### src/rtl/branch_target_predictor.sv
// Direct-mapped, tagged branch target buffer with saturating direction counters.
// Lookup is combinational from registered state; EX-stage resolutions train it.
module branch_target_predictor #(
  parameter int XLEN    = 32,
  parameter int ENTRIES = 16,
  parameter int TAG_W   = 8,
  parameter int CNT_W   = 2
) (
  input  logic            clk,
  input  logic            reset,
  input  logic [XLEN-1:0] lookup_pc,
  output logic            pred_hit,
  output logic            pred_taken,
  output logic [XLEN-1:0] pred_target,
  input  logic            upd_valid,
  input  logic [XLEN-1:0] upd_pc,
  input  logic            upd_taken,
  input  logic [XLEN-1:0] upd_target,
  input  logic            upd_is_jump,
  input  logic            upd_mispredict,
  input  logic            flush_all,
  output logic [31:0]     perf_mispredicts
);

  localparam int IDX_W = $clog2(ENTRIES);
  localparam logic [CNT_W-1:0] CNT_MAX  = '1;
  localparam logic [CNT_W-1:0] CNT_WEAK = CNT_W'(1) << (CNT_W - 1);

  logic [ENTRIES-1:0] valid;
  logic [TAG_W-1:0]   tag_mem    [ENTRIES];
  logic [XLEN-1:0]    target_mem [ENTRIES];
  logic [CNT_W-1:0]   cnt_mem    [ENTRIES];

  // Only the index and tag fields of each PC are looked at; the rest alias.
  logic [IDX_W-1:0] lk_idx, up_idx;
  logic [TAG_W-1:0] lk_tag, up_tag;
  logic             up_hit;
  logic             unused_pc_bits;

  assign lk_idx = lookup_pc[IDX_W+1:2];
  assign lk_tag = lookup_pc[IDX_W+TAG_W+1:IDX_W+2];
  assign up_idx = upd_pc[IDX_W+1:2];
  assign up_tag = upd_pc[IDX_W+TAG_W+1:IDX_W+2];
  assign unused_pc_bits = &{1'b0, lookup_pc, upd_pc};

  assign pred_hit    = valid[lk_idx] && (tag_mem[lk_idx] == lk_tag);
  assign pred_taken  = pred_hit && cnt_mem[lk_idx][CNT_W-1];
  assign pred_target = pred_taken ? target_mem[lk_idx] : lookup_pc + XLEN'(4);

  assign up_hit = valid[up_idx] && (tag_mem[up_idx] == up_tag);

  logic             wr_en;
  logic [CNT_W-1:0] wr_cnt;
  logic [XLEN-1:0]  wr_target;
  logic [CNT_W-1:0] cur_cnt;

  assign cur_cnt = cnt_mem[up_idx];

  always_comb begin
    // NOTE: every output of this block gets a default first so no latch is inferred.
    wr_en     = 1'b0;
    wr_cnt    = cur_cnt;
    wr_target = target_mem[up_idx];
    if (upd_valid) begin
      if (up_hit) begin
        wr_en = 1'b1;
        if (upd_is_jump) begin
          wr_cnt    = CNT_MAX;
          wr_target = upd_target;
        end else if (upd_taken) begin
          wr_cnt    = (cur_cnt == CNT_MAX) ? cur_cnt : cur_cnt + CNT_W'(1);
          wr_target = upd_target;
        end else begin
          wr_cnt = (cur_cnt == '0) ? cur_cnt : cur_cnt - CNT_W'(1);
        end
      end else if (upd_taken || upd_is_jump) begin
        // Miss on a taken branch or jump: allocate over whatever lives at idx.
        wr_en     = 1'b1;
        wr_target = upd_target;
        wr_cnt    = upd_is_jump ? CNT_MAX : CNT_WEAK;
      end
    end
  end

  always_ff @(posedge clk or posedge reset) begin
    if (reset) begin
      valid <= '0;
      // NOTE: the table is small and lives in flops, so reset clears it explicitly.
      for (int i = 0; i < ENTRIES; i++) begin
        tag_mem[i]    <= '0;
        target_mem[i] <= '0;
        cnt_mem[i]    <= '0;
      end
    end else if (flush_all) begin
      valid <= '0;
    end else if (wr_en) begin
      // NOTE: state is updated with non-blocking assignments so every reader sees pre-edge values.
      valid[up_idx]      <= 1'b1;
      tag_mem[up_idx]    <= up_tag;
      target_mem[up_idx] <= wr_target;
      cnt_mem[up_idx]    <= wr_cnt;
    end
  end

  // Misprediction count survives flushes and sticks at all-ones.
  always_ff @(posedge clk or posedge reset) begin
    if (reset) begin
      perf_mispredicts <= '0;
    end else if (upd_valid && upd_mispredict && (perf_mispredicts != '1)) begin
      perf_mispredicts <= perf_mispredicts + 32'd1;
    end
  end

endmodule

### config.mk
export PLATFORM = sky130hd
export DESIGN_NAME = branch_target_predictor
export DESIGN_NICKNAME = d
export VERILOG_FILES = /design/src/rtl/branch_target_predictor.sv
export SDC_FILE = /design/constraint.sdc
export NUM_CORES = 2
export LEC_CHECK = 0
export CORE_MARGIN = 2
export CORE_UTILIZATION = 65
export CTS_CLUSTER_DIAMETER = 200
export DETAILED_ROUTE_END_ITERATION = 10
export PLACE_DENSITY = 0.93
export SLEW_MARGIN = 15
export SYNTH_ARGS = -nofsm -noshare
export SYNTH_HDL_FRONTEND = slang
export SYNTH_SLANG_ARGS = --single-unit
### constraint.sdc
create_clock -name clk -period 60.9 [get_ports clk]
set_input_delay 6.09 -clock clk [delete_from_list [all_inputs] [get_ports clk]]
set_output_delay 6.09 -clock clk [all_outputs]
set_load 0.01 [all_outputs]
==> impl_metrics.env <==
export IMPL_status="complete, no violations"
export IMPL_grt_util_met3=0.0840
export IMPL_power_mw=1.30
export IMPL_syn_area_sq_mm=0.0391
export IMPL_post_cts_setup_buffers=0
export IMPL_ys_seq_elements=720
export IMPL_grt_max_degree=183
export IMPL_post_dp_hpwl_microns=59500
export IMPL_synthCells=2479
export IMPL_worst_pin_slew_ps=1120
export IMPL_grt_use_total=0.344
export IMPL_leakage_nw=19.5
export IMPL_synth_top_area_share=0.461
export IMPL_finalCriticalPeriod_ps=17160
export IMPL_grtUsageMet2=0.545
export IMPL_start_util=0.660
export IMPL_ir_drop_mv=0.0285
export IMPL_hold_path_class="reg2reg"
export IMPL_slew_violations=0
export IMPL_dr_pass1_iters=5
export IMPL_pin_count=169
export IMPL_synth_seq_area_share=0.461
export IMPL_rows=89
export IMPL_crit_path_start="lookup_pc[2]"
export IMPL_crit_path_end_kind="output port"
export IMPL_powerDensity_mw_per_mm2=29.9
export IMPL_grt_pass1_wl_microns=162000
export IMPL_worst_ep_arrival_time_ps=11070
export IMPL_rsz0062_at_grt="no"
export IMPL_busiest_layer="met2"
export IMPL_synth_top_area_cell="dfrtp_1"
export IMPL_finClkSkew_ps=31.7
export IMPL_dieHeight_microns=249
export IMPL_drt_initial_drc_count=2833
export IMPL_grt_ovfl_total=0
export IMPL_syn_avg_cell_area_sq_um=15.8
export IMPL_clkSinkCount=720
export IMPL_critPathKind="in2out"
export IMPL_drcViolationCount=0
export IMPL_synth_edf_count=0
export IMPL_slew_headroom=0.252
export IMPL_final_cells=3336
export IMPL_worst_slack_ps=43740
export IMPL_wl_microns=105000
export IMPL_place_ws_ps=43900
export IMPL_cts_buffer_depth=3
export IMPL_min_period_over_period=0.282
export IMPL_grt_use_met1=0.455
export IMPL_die_w_microns=249
export IMPL_ys_flop_type="dfrtp_1"
export IMPL_ys_warn_count=0
export IMPL_dpl_cell_count=3201
export IMPL_clockRootBuffer="clkbuf_16"
export IMPL_die_area_sq_mm=0.0621
export IMPL_core_sq_mm=0.0592
export IMPL_drive_gt1_frac=0.502
export IMPL_clock_latency_ps=640
export IMPL_portBuffers=148
export IMPL_area_growth_pct=11.0
export IMPL_synthTopCellsByArea="dfrtp_1 (46%), mux4_2 (23%), mux2_2 (19%), mux2_1 (1.5%), mux2_4 (1.5%)"
export IMPL_hold_viol_final=0
export IMPL_fillers=3238
export IMPL_via_per_inst=7.47
export IMPL_syn_nets=2584
export IMPL_r2r_start="tag_mem[0]"
export IMPL_worstHoldStart="perf_mispredicts[22]"
export IMPL_maxCapViolCount=0
export IMPL_critPathRequiredTime_ps=54810
export IMPL_ys_async_sr_fraction=1.00
export IMPL_cts_tree="yes"
export IMPL_cts_buffers=77
export IMPL_wire_per_inst_microns=31.4
export IMPL_ant_nets=0
export IMPL_fmax_mhz=58.3
export IMPL_synth_distinct_cells=57
export IMPL_finalSetupViolations=0
export IMPL_crit_path_start_kind="input pin"
export IMPL_tns_ps=0
export IMPL_clkSlewWorstSetupHoldPaths_ps=60
export IMPL_vias=24920
export IMPL_cts_hold_buf=0
export IMPL_fin_nets=2612
export IMPL_cts_resized=0
export IMPL_htreeDepth=3
export IMPL_globalplace_congestion=0.878
export IMPL_grt_pass1_vias=26836
export IMPL_path_max_fanout=104
export IMPL_antenna_found_initial=1
-- cells in the mapped netlist (9+ instances only) --
cell and count:
buf_1 40, o22ai_1 11, o21ai_0 16, buf_2 57, and3_1 16, xor2_1 21
nand3_1 27, nor2_1 18, mux2_4 39, nor3_1 9, mux2_1 53, nand4_1 23
inv_1 22, xnor2_1 52, nor2b_1 11, nand2_1 30, mux4_2 396, mux2i_1 25
mux2_2 669, clkbuf_1 131, dfrtp_1 720
-- placed cells by master, fill, tap and decap left out, drive strengths merged, types with 3 or more instances in the layout --
master	Yosys	final
a211oi	7	7
a21oi	7	7
and2	5	5
and3	16	16
and4	6	6
buf	107	47
bufinv	0	4
clkbuf	131	116
clkdlybuf4s50	0	140
clkinv	1	12
dfrtp	720	720
inv	22	25
mux2	761	761
mux2i	25	25
mux4	396	396
nand2	30	30
nand2b	5	5
nand3	27	27
nand3b	6	6
nand4	23	23
nor2	18	18
nor2b	11	11
nor3	9	9
nor4	6	6
o21ai	17	17
o22ai	11	11
or2	4	4
or3	7	7
or3b	3	3
xnor2	52	52
xor2	21	21
-- where the power goes --
group / switching, mW / leakage (nW) / internal [mW] / total (mW)
sequential: 0.0514 / 9.69 / 0.541 / 0.592
clock: 0.194 / 1.25 / 0.278 / 0.472
combinational: 0.0999 / 8.55 / 0.136 / 0.236
total: 0.345 / 19.5 / 0.955 / 1.30
-- cell type report --
class	instances	area [sq um]	share of cell area
timing repair buffer	187	1820	0.0420
clock buffer	116	2310	0.0531
clock inverter	18	213	0.00490
sequential	720	18000	0.415
inverter	23	93.8	0.00216
multi-input combinational	1498	20000	0.461
tap	773	967	0.0223
antenna	1	2.50	0.0000576
-- worst max-delay path, stage by stage --
cell and delay (ps):
buf_8 590, buf_12 740, mux4_2 600, nor2b_1 160
a211oi_1 340, a21oi_1 210, xor2_1 240, or4_1 530
a2111oi_0 620, nor2b_1 250, clkdlybuf4s50_1 570
-- per-stage QoR --
step / util / hold WS [ps] / area [sq um]
2_1_floorplan: - / 463 / 39100
3_3_place_gp: 0.690 / 473 / 40900
3_5_place_dp: 0.690 / 482 / 40900
4_1_cts: 0.733 / 490 / 43400
5_1_grt: 0.733 / 515 / 43400
6_report: 0.733 / 488 / 43400
-- per-layer routing --
metal | part of all wire | up-vias
met5 | 0.00014 | -
met4 | 0.050 | 2
met3 | 0.098 | 409
met2 | 0.48 | 1623
met1 | 0.37 | 13207
li1 | - | 9679
-- final timing paths --
path / to / slack, ps / cells after the start
worst min register to register: perf_mispredicts[22] / 490 / 1
min in group asynchronous: target_mem[403] / 6140 / 2
worst max register to register: target_mem[233] / 56150 / 8
max in group asynchronous: target_mem[110] / 52330 / 4
worst max-delay path: pred_taken / 43740 / 11
worst min-delay path: perf_mispredicts[22] / 490 / 1
-- flip-flops by register name, summed over array words and instances (netlist names) --
signal            flops
target_mem          512
cnt_mem              32
valid                16
perf_mispredicts     32
tag_mem             128
-- logic make-up (layout without fill, tap and decap cells) --
| kind of cell | Yosys count | count (layout) | synth area share |
|---|---|---|---|
| multiplexers | 1182 | 1182 | 0.457 |
| flip-flops | 720 | 720 | 0.461 |
| buffers and inverters | 261 | 344 | 0.0285 |
| AND/OR/NAND/NOR | 180 | 180 | 0.0259 |
| XOR/XNOR | 73 | 73 | 0.0164 |
| AO/OA/AOI/OAI | 60 | 60 | 0.0103 |
| adder cells (fa/ha/maj) | 3 | 3 | 0.000896 |
| other | 0 | 1 | 0 |
(Power assumes the default switching activity.)
